## src/rtl/weight_loader_1.sv

```systemverilog
// Assembles KERN_SIZE coefficients from a FWFT FIFO into a kernel bank and presents it under valid/ready.
// Latency: kern_valid rises the cycle after the completing pop; optional WEIGHT_LOADER_DBUF_EN adds an output bank.
// Backpressure: while the presented kernel is unaccepted, the bank is frozen and popping stops once no bank is free.
module weight_loader_1 #(
  parameter int COEFF_WIDTH = 16,
  parameter int KERN_SIZE   = 9,
  parameter int NUM_KERNELS = 16
) (
  input  logic                              ap_clk,
  input  logic                              ap_rst,
  input  logic [COEFF_WIDTH-1:0]            input_V_dout,
  input  logic                              input_V_empty_n,
  output logic                              input_V_read,
  output logic [KERN_SIZE*COEFF_WIDTH-1:0]  kern_flat,
  output logic                              kern_valid,
  input  logic                              kern_ready,
  output logic                              kern_last
);

  localparam int CIW = $clog2(KERN_SIZE);
  localparam int KIW = (NUM_KERNELS > 1) ? $clog2(NUM_KERNELS) : 1;
  localparam int BW  = KERN_SIZE * COEFF_WIDTH;
  localparam logic [CIW-1:0] C_LAST = CIW'(KERN_SIZE - 1);
  localparam logic [KIW-1:0] K_LAST = KIW'(NUM_KERNELS - 1);

  logic [CIW-1:0] cidx;
  logic [KIW-1:0] kidx;
  logic [BW-1:0]  fill_bank;
  logic           accept;
  logic           pop;
  logic           complete;
  logic           hs;

  // Reset gates the pop so nothing is consumed while state is held cleared.
  assign pop          = accept & input_V_empty_n & ~ap_rst;
  assign input_V_read = pop;
  assign complete     = pop & (cidx == C_LAST);
  assign hs           = kern_valid & kern_ready;
  assign kern_last    = kern_valid & (kidx == K_LAST);

  always_ff @(posedge ap_clk or posedge ap_rst) begin
    if (ap_rst) begin
      cidx      <= '0;
      fill_bank <= '0;
    end else if (pop) begin
      fill_bank[int'(cidx)*COEFF_WIDTH +: COEFF_WIDTH] <= input_V_dout;
      cidx <= (cidx == C_LAST) ? '0 : cidx + 1'b1;
    end
  end

  always_ff @(posedge ap_clk or posedge ap_rst) begin
    if (ap_rst) begin
      kidx <= '0;
    end else if (hs) begin
      kidx <= (kidx == K_LAST) ? '0 : kidx + 1'b1;
    end
  end

`ifdef WEIGHT_LOADER_DBUF_EN
  logic [BW-1:0] out_bank;
  logic [BW-1:0] fill_merged;
  logic          fill_full;
  logic          out_free;

  assign accept    = ~fill_full;
  assign out_free  = ~kern_valid | kern_ready;
  assign kern_flat = out_bank;

  // The final coefficient is still on the FIFO head at the completing edge.
  always_comb begin
    fill_merged = fill_bank;
    fill_merged[BW-1 -: COEFF_WIDTH] = input_V_dout;
  end

  always_ff @(posedge ap_clk or posedge ap_rst) begin
    if (ap_rst) begin
      out_bank   <= '0;
      kern_valid <= 1'b0;
      fill_full  <= 1'b0;
    end else if (complete) begin
      if (out_free) begin
        out_bank   <= fill_merged;
        kern_valid <= 1'b1;
      end else begin
        fill_full <= 1'b1;
      end
    end else if (hs) begin
      if (fill_full) begin
        out_bank  <= fill_bank;
        fill_full <= 1'b0;
      end else begin
        kern_valid <= 1'b0;
      end
    end
  end
`else
  localparam logic [0:0] S_FILL = 1'b0;
  localparam logic [0:0] S_HOLD = 1'b1;

  logic [0:0] state;

  assign accept     = (state == S_FILL);
  assign kern_valid = (state == S_HOLD);
  assign kern_flat  = fill_bank;

  always_ff @(posedge ap_clk or posedge ap_rst) begin
    if (ap_rst) begin
      state <= S_FILL;
    end else begin
      case (state)
        S_FILL:  if (complete)   state <= S_HOLD;
        default: if (kern_ready) state <= S_FILL;
      endcase
    end
  end
`endif

endmodule

```

## config.mk

```make
export PLATFORM = sky130hd
export DESIGN_NAME = weight_loader_1
export DESIGN_NICKNAME = d
export VERILOG_FILES = /design/src/rtl/weight_loader_1.sv
export SDC_FILE = /design/constraint.sdc
export NUM_CORES = 1
export LEC_CHECK = 0
export ABC_AREA = 1
export BUFFER_PORTS_ARGS = -buffer_cell sky130_fd_sc_hd__buf_2
export CORE_MARGIN = 4
export CORE_UTILIZATION = 40
export DETAILED_ROUTE_END_ITERATION = 16
export GPL_TIMING_DRIVEN = 1
export PLACE_DENSITY = 0.69
export SYNTH_ARGS = -nofsm -noshare
export SYNTH_HDL_FRONTEND = slang
export SYNTH_SLANG_ARGS = --single-unit
```

## constraint.sdc

```tcl
create_clock -name ap_clk -period 4.4 [get_ports ap_clk]
set_input_delay 0.44 -clock ap_clk [delete_from_list [all_inputs] [get_ports ap_clk]]
set_output_delay 0.44 -clock ap_clk [all_outputs]
set_load 0.01 [all_outputs]
```

==> results_dict.tcl, run 1 <==
set metrics [dict create \
    start_kind "register" \
    ys_types 24 \
    ir_worst_vdd_uv 296.1 \
    post-place-ws_ps 989.5 \
    clk_latency_ps 420 \
    status "finished clean" \
    wl_um 20030 \
    cp_max_fo 34 \
    dpl.hpwl_um 13790 \
    drc 0 \
    track_usage 0.2081 \
    synthCells 852 \
    avgSynthCellArea_um2 8.029 \
    place_inst 1194 \
    drv_cap 0 \
    power_density_mw_per_mm2 658.5 \
    syn_to_final_growth_pct 22.70 \
    startpoint "cidx[0]" \
    cts_root_buf "clkbuf_16" \
    endpoint "kern_flat[123]" \
    dr.pass1.iters 5 \
    min_period_over_period 0.8005 \
    worst_pin_slew_ps 1018 \
    start_util 0.4110 \
    final-setup-viol-count 0 \
    cts_buffers 17 \
    wl_per_cell_um 16.33 \
    path_class "register to register" \
    p_leak_uw 0.004481 \
    cts_buffer_depth 2 \
    boundaryPins 167 \
    synth_edf_count 0 \
    cts_tree "built" \
    drt_iter0_markers 479 \
    max_freq_ghz 0.2839 \
    grt_pass1_wl_um 31990 \
    synth_ff_type "dfrtp_1" \
    worstRegToRegCells 10 \
    cts-htree-levels 4 \
    io_buffers 166 \
    fp.dieW_um 138.8 \
    crit_required_ps 4670 \
    syn_area_mm2 0.006840 \
    cts_setup_buffers 0 \
    die_h_um 138.8 \
    final_cells 1227 \
    relSlewSlack 0.3194 \
    nets 1018 \
    arrival_ps 3790 \
    layout_commonest_cell "nand2_1" \
    syn_nets 876 \
    clock_skew_ps 8.462 \
    die_area_mm2 0.01926 \
    cts.sinks 153 \
    r2r-end "kern_flat[123]" \
    grt_overflow 0 \
    worstReg2RegStart "cidx[0]" \
    row_count 47 \
    fin_tns_setup_ps 0 \
    r2r_setup_slack_ps 880 \
    gp_congestion 0.7968 \
    finalHoldViolCount 0 \
    rsz0062_at_grt "no" \
    layout-drive-gt1-share 0.2284 \
    grt_pass1_vias 5808 \
    async_flop_share 1.000 \
    vias 6081 \
    clkTransAtPathRegs_ps 60 \
    slew_viol_final 0 \
    min_period_ps 3522 \
    layout_setup_ws_ps 877.9 \
    ant_nets 0 \
    coreArea_mm2 0.01664 \
    antenna_found_initial 0 \
    grt_max_degree 149 \
    layout_common_cells "nand2_1 (372), buf_2 (166), dfrtp_1 (153)" \
    ys_seq_area_frac 0.5597 \
    ys_ff_latch 153 \
    hold_class "input pin to register" \
    via_per_inst 4.956 \
    endpoint_kind "register" \
    ys_warn_count 0 \
    diodes 0 \
]
[report_power, final]
part	total, uW	internal (uW)	switching, uW	leakage [uW]
logic	2080	603	1480	0.00207
clock network	1470	888	583	0.000298
registers	1980	1740	235	0.00212
total	5530	3230	2300	0.00448
[state kept, by name, summed over array words and instances (netlist names)]
name and count:
kern_valid 1, kidx 4, cidx 4, kern_flat 144
[per-stage QoR]
| step | hold WS [ps] | power, uW | utilization | cell area (um^2) |
|---|---|---|---|---|
| 6_report | 236.8 | 5527 | 0.5043 | 8393 |
| 5_1_grt | 225.0 | 5896 | 0.5043 | 8393 |
| 4_1_cts | 215.8 | 5560 | 0.5043 | 8393 |
| 3_5_place_dp | 407.9 | 4065 | 0.4673 | 7777 |
| 3_3_place_gp | 402.5 | 4036 | 0.4673 | 7777 |
| 2_1_floorplan | 466.2 | 3376 | - | 6844 |
[area by class of cell]
cell class	instances	area, um^2
Clock inverter	12	138.9
Clock buffer	20	466.7
Fill cell	1597	8249
Sequential cell	153	3829
Multi-Input combinational cell	633	2725
Timing Repair Buffer	172	890.9
Inverter	17	67.56
Tap cell	220	275.3
[synth_stat cells (3+ instances only)]
cell	n	area, um^2
clkbuf_1	19	71.32
a21oi_1	3	15.01
buf_2	19	95.09
nand3_1	42	210.2
nand2_2	3	18.77
o21ai_0	38	190.2
buf_1	7	26.28
buf_4	4	30.03
nand2_1	372	1396
dfrtp_1	153	3829
inv_2	6	22.52
ha_1	4	50.05
inv_1	11	41.29
nor2_1	95	356.6
o21ai_1	45	225.2
nor2_4	7	78.83
nand3_2	6	60.06
nand4_1	8	50.05
[kinds of logic after synthesis]
| kind of cell | Yosys count | synth area share |
|---|---|---|
| flops | 153 | 0.5597 |
| buf+inv | 66 | 0.04189 |
| xor+xnor | 3 | 0.003842 |
| simple gates | 536 | 0.3199 |
| compound gates | 90 | 0.06731 |
| fa+ha+maj | 4 | 0.007317 |
[per-layer routing]
metal,routed length [um],part of all wire,track usage
met1,9043,0.45,0.3004
met2,9048,0.45,0.3125
met3,1715,0.086,0.05897
met4,224,0.011,0.05046
met5,0,0,0
[critical path: stages (launching register included)]
cell     delay [ps]
dfrtp_1         880
inv_1           220
ha_1            310
inv_2            60
nand2_1          70
nand2_2         140
nand2_2         420
nor2_4          320
nand2_1         610
nand2_1         230
o21ai_1          90
[timing repair]
action | CTS | global route
endpoints found under the setup margin | 0 | 0
hold endpoints to repair | 5 | 0
gates resized for setup | 0 | 0
hold buffers | 1 | 0
[how the worst min path moves through the flow]
stage                           from             end  cells past startpoint
after floorplan              kidx[2]         kidx[2]                      1
final                     kern_ready      kern_valid                      2
after global placement        ap_rst  kern_flat[142]                      2
after CTS                 kern_ready      kern_valid                      2
after detailed placement      ap_rst  kern_flat[139]                      2
after global routing      kern_ready      kern_valid                      2
Note: power is estimated with default switching activity, not from simulation.
==> inputs of run 2 (changes only) <==
Settings changed: ABC_AREA 1 to 0, PLACE_DENSITY 0.69 to 0.67.
Clock period 4.4 ns to 3.4 ns, I/O delays scaled along.
==> run 2 against run 1 <==
Effect of this change: final cell count is 31% lower; via count is 31% lower; combinational power grew 20%; utilization is 1.9 points higher; critical path depth shrank 4; clock-buffer cell count decreased by 1; fmax grew 21%; synthesized cell count down 48%; global-route usage down 2.4 points; die area down 6.1%; critical path type unchanged; largest cell class unchanged.
==> results_dict.tcl, run 2 <==
set metrics [dict create \
    via_per_inst 4.954 \
    row_count 45 \
    cts.sinks 153 \
    clkTransAtPathRegs_ps 60 \
    layout_common_cells "buf_2 (166), dfrtp_1 (153), mux2_2 (110)" \
    status "finished clean" \
    path_class "register to register" \
    avgSynthCellArea_um2 14.31 \
    cts_root_buf "clkbuf_16" \
    nets 647 \
    cts_hold_buf 0 \
    boundaryPins 167 \
    hold_class "input pin to asynchronous set/reset pin" \
    cts-htree-levels 4 \
    grt_pass1_vias 4462 \
    cts_tree "built" \
    grt_pass1_wl_um 25650 \
    final_cells 847 \
    vias 4196 \
    antenna_found_initial 0 \
    diodes 0 \
    yosysMostFrequentCell "dfrtp_1" \
    synth_ff_type "dfrtp_1" \
    synth.area.top_cells "dfrtp_1 (60%), mux2_2 (19%), mux2_4 (4.7%)" \
    wl_per_cell_um 18.83 \
    finalHoldViolCount 0 \
    rsz0062_at_grt "no" \
    synth_top_area_share 0.5987 \
    grt_max_degree 110 \
    drc 0 \
    cts_buffer_depth 2 \
    slew_viol_final 0 \
    synth_top_area_cell "dfrtp_1" \
    die_h_um 134.4 \
    ys_types 40 \
    arrival_ps 3200 \
    crit_required_ps 3700 \
    cp_max_fo 16 \
    io_buffers 166 \
    dr.pass1.iters 5 \
    regArea_mm2 0.003829 \
    start_util 0.4145 \
    ys_warn_count 0 \
    synthCells 447 \
    worstReg2RegStart "cidx[1]" \
    track_usage 0.1838 \
    min_period_over_period 0.8533 \
    dpl.hpwl_um 11270 \
    fin_tns_setup_ps 0 \
    ys_seq_area_frac 0.5987 \
    multi_input_area_mm2 0.002337 \
    wl_um 15950 \
    gp_congestion 0.8519 \
    cts_setup_buffers 0 \
    cts_buffers 17 \
    grt_overflow 0 \
    syn_to_final_growth_pct 26.14 \
    largest_reg_flops 144 \
    endpoint_kind "register" \
    fp.dieW_um 134.4 \
    max_freq_ghz 0.3447 \
    p_leak_uw 0.004282 \
    relSlewSlack 0.3885 \
    min_period_ps 2901 \
    synth_common_cells "dfrtp_1 (153), mux2_2 (110), and2_1 (26), inv_1 (22)" \
    ys_ff_latch 153 \
    r2r_setup_slack_ps 500 \
    drv_cap 0 \
    ir_worst_vdd_uv 390.4 \
    clock_skew_ps 6.899 \
    async_flop_share 1.000 \
    layout-drive-gt1-share 0.5535 \
    layout_commonest_cell "buf_2" \
    drt_iter0_markers 226 \
    syn_area_mm2 0.006395 \
    r2r-end "kern_flat[58]" \
    start_kind "register" \
    place_inst 815 \
    num-fill-cells 1345 \
    clk_latency_ps 420 \
    worst_pin_slew_ps 917.2 \
    final-setup-viol-count 0 \
    synth_edf_count 0 \
    coreArea_mm2 0.01543 \
    syn_nets 471 \
    power_density_mw_per_mm2 902.4 \
    worstRegToRegCells 6 \
    die_area_mm2 0.01807 \
    post_cts_resized 0 \
    ant_nets 0 \
]
## run 2: cell types whose count changed after synthesis, moves of 8 or more
cell,change
nand4_1,-8
nand2_1,-364
nand3_1,-24
o21ai_0,-18
clkbuf_1,-12
mux2_2,+110
mux2_4,+20
nor2_1,-93
and2_1,+26
buf_2,-13
o21ai_1,-45
inv_1,+11
## run 2: per-stage QoR
step	power, uW	hold slack (ps)	cell area [um^2]	worst slack (ps)	util
4_1_cts	7387	131.8	8066	478.5	0.5229
3_5_place_dp	5440	480.7	7466	499.8	0.4839
3_3_place_gp	5340	457.9	7466	597.8	0.4839
2_1_floorplan	4361	437.6	6399	773.3	-
6_report	7279	100.2	8066	498.9	0.5229
5_1_grt	7742	153.4	8066	328.0	0.5229
## run 2: worst max-delay path by stage
stage | startpoint | end | slack (ps) | cells past startpoint
global route | cidx[1] | kern_flat[58] | 330 | 6
CTS | cidx[1] | kern_flat[58] | 480 | 6
global placement | cidx[1] | kern_flat[58] | 600 | 6
floorplan | cidx[0] | kern_flat[10] | 770 | 9
detailed placement | cidx[1] | kern_flat[58] | 500 | 6
finish | cidx[1] | kern_flat[58] | 500 | 6
## run 2: logic make-up after synthesis
logic type | count (synthesis) | share of synthesized area
DFF | 153 | 0.5987
muxes | 130 | 0.2407
and+or+nand+nor | 85 | 0.08668
buffers and inverters | 44 | 0.03796
AOI/OAI and AO/OA | 29 | 0.02544
adders and majority gates | 4 | 0.007827
xor gates and xnor gates | 2 | 0.002740
## run 2: routing by layer
| layer | global-route usage | wire length [um] |
|---|---|---|
| met5 | 0 | 0 |
| met4 | 0.06222 | 263 |
| met3 | 0.04576 | 787 |
| met2 | 0.3031 | 7977 |
| met1 | 0.2381 | 6917 |
## run 2: layout make-up
cell class              count  share of cell area
flip-flops and latches    153              0.4746
multi-input cells         250              0.2897
repair buffers            178              0.1157
clock buffers              19             0.05491
well taps                 211             0.03273
clock inverters            13             0.01954
inverters                  23             0.01272
## run 2: critical path, cell delays in order (launching register included)
cell	delay, ps
dfrtp_1	470
inv_1	110
ha_1	270
or3b_2	520
nand3b_1	230
or3_1	750
mux2_2	420
## run 2: power breakdown
group          total, uW  switching (uW)  internal (uW)  leakage [uW]
clock network       1910             783           1120      0.000292
logic               2500            1330           1170       0.00200
registers           2870             402           2470       0.00199
==> inputs of run 3 (changes only) <==
Settings changed: CTS_BUF_LIST set to sky130_fd_sc_hd__clkbuf_8.
Clock period 3.4 ns to 3.7 ns, I/O delays scaled along.
==> run 3 against run 2 <==
Effect of this change: power fell by 14%; via count rose by 0.38%; critical path depth rose by 1; flip-flop and latch count did not move; utilization fell by 0.99 points; design area fell by 1.9%; clock power fell by 30%; sequential power fell by 8.0%; hold slack improved by 35 ps; fmax rose by 4.0%; die area did not move; wire length fell by 1.2%; critical endpoint is now kern_flat[90].
==> results_dict.tcl, run 3 (synthesis results as in run 2) <==
set metrics [dict create \
    final_cell_area_mm2 0.007914 \
    post_cts_resized 0 \
    startpoint "cidx[0]" \
    crit_required_ps 4030 \
    clk_latency_ps 440 \
    gp_congestion 0.8625 \
    finalHoldViolCount 0 \
    grt_pass1_vias 4524 \
    syn_to_final_growth_pct 23.75 \
    placed_area_mm2 0.007488 \
    cts_root_buf "clkbuf_8" \
    grt_overflow 0 \
    largest_reg_flops 144 \
    cts_buffer_depth 2 \
    cts_buffers 17 \
    endpoint_kind "register" \
    die_h_um 134.4 \
    diodes 0 \
    start_util 0.4145 \
    grt_max_degree 64 \
    layout_commonest_cell "buf_2" \
    nets 650 \
    wl_per_cell_um 18.56 \
    min_period_over_period 0.7540 \
    clkTransAtPathRegs_ps 80 \
    dr.pass1.iters 4 \
    drt_iter0_markers 271 \
    wl_um 15750 \
    hold_class "input pin to asynchronous set/reset pin" \
    ir_worst_vdd_uv 329.0 \
    drv_cap 0 \
    num-fill-cells 1408 \
    final-setup-viol-count 0 \
    antenna_found_initial 0 \
    coreArea_mm2 0.01543 \
    cts.sinks 153 \
    min_period_ps 2790 \
    fp.dieW_um 134.4 \
    drc 0 \
    ant_nets 0 \
    power_density_mw_per_mm2 791.9 \
    worstReg2RegStart "cidx[0]" \
    cts_setup_buffers 0 \
    status "finished clean" \
    track_usage 0.1803 \
    path_class "register to register" \
    grt_pass1_wl_um 25170 \
    die_area_mm2 0.01807 \
    layout-drive-gt1-share 0.5564 \
    slew_viol_final 0 \
    fin_tns_setup_ps 0 \
    vias 4212 \
    layout_common_cells "buf_2 (166), dfrtp_1 (153), mux2_2 (110)" \
    worst_pin_slew_ps 978.7 \
    dpl.hpwl_um 11610 \
    arrival_ps 3120 \
    relSlewSlack 0.3462 \
    max_freq_ghz 0.3585 \
    row_count 45 \
    p_leak_uw 0.004218 \
    start_kind "register" \
    clock_skew_ps 11.25 \
    io_buffers 166 \
    via_per_inst 4.961 \
    cts_hold_buf 0 \
    cts_tree "built" \
    rsz0062_at_grt "no" \
    cts-htree-levels 4 \
    cp_max_fo 12 \
    boundaryPins 167 \
]
run 3: layout make-up:
class                           instances  area, um^2  share of cell area
Tap cell                              211       264.0             0.03336
Timing Repair Buffer                  181       955.9              0.1208
Sequential cell                       153        3829              0.4838
Clock buffer                           19       261.5             0.03304
Inverter                               23       102.6             0.01296
Multi-Input combinational cell        250        2337              0.2953
Clock inverter                         12       163.9             0.02071
run 3: metal layers:
| metal | vias to the layer above | GRT usage | routed length [um] |
|---|---|---|---|
| li1 | 1914 | - | - |
| met3 | 27 | 0.04576 | 725 |
| met2 | 120 | 0.2922 | 7748 |
| met5 | - | 0 | 0 |
| met1 | 2151 | 0.2317 | 6890 |
| met4 | 0 | 0.07410 | 389 |
run 3: per-stage QoR:
stage               worst slack, ps  utilization  hold slack (ps)  std cells  power [uW]
finish                        910.3       0.5130            135.7        849        6267
global route                  732.9       0.5130            150.0        849        6666
CTS                           923.3       0.5130            125.4        849        6362
detailed placement            937.5       0.4854            489.5        818        4997
global placement               1098       0.4854            459.2        818        4893
floorplan                      1073            -            437.6        447        4007
run 3: report_power, final:
group	switching (uW)	internal (uW)	leakage, uW
logic	1210	1080	0.00201
clock network	631	710	0.000214
registers	375	2260	0.00199
run 3: critical path: stages (launching register included):
cell and delay [ps]:
dfrtp_1 550, inv_1 80, ha_1 290, xnor2_1 460, nand2b_1 360, or4_1 300
buf_4 290, mux2_2 360
run 3: path summary, 6_finish.rpt:
kind | end | slack [ps] | cells after the start
setup / recovery | kern_flat[90] | 910 | 7
hold / removal | kern_flat[92] | 140 | 2
setup reg to reg | kern_flat[90] | 910 | 7
hold reg to reg | kidx[3] | 500 | 1
max in group asynchronous | kern_flat[142] | 2550 | 3
min in group ap_clk | kern_valid | 160 | 2
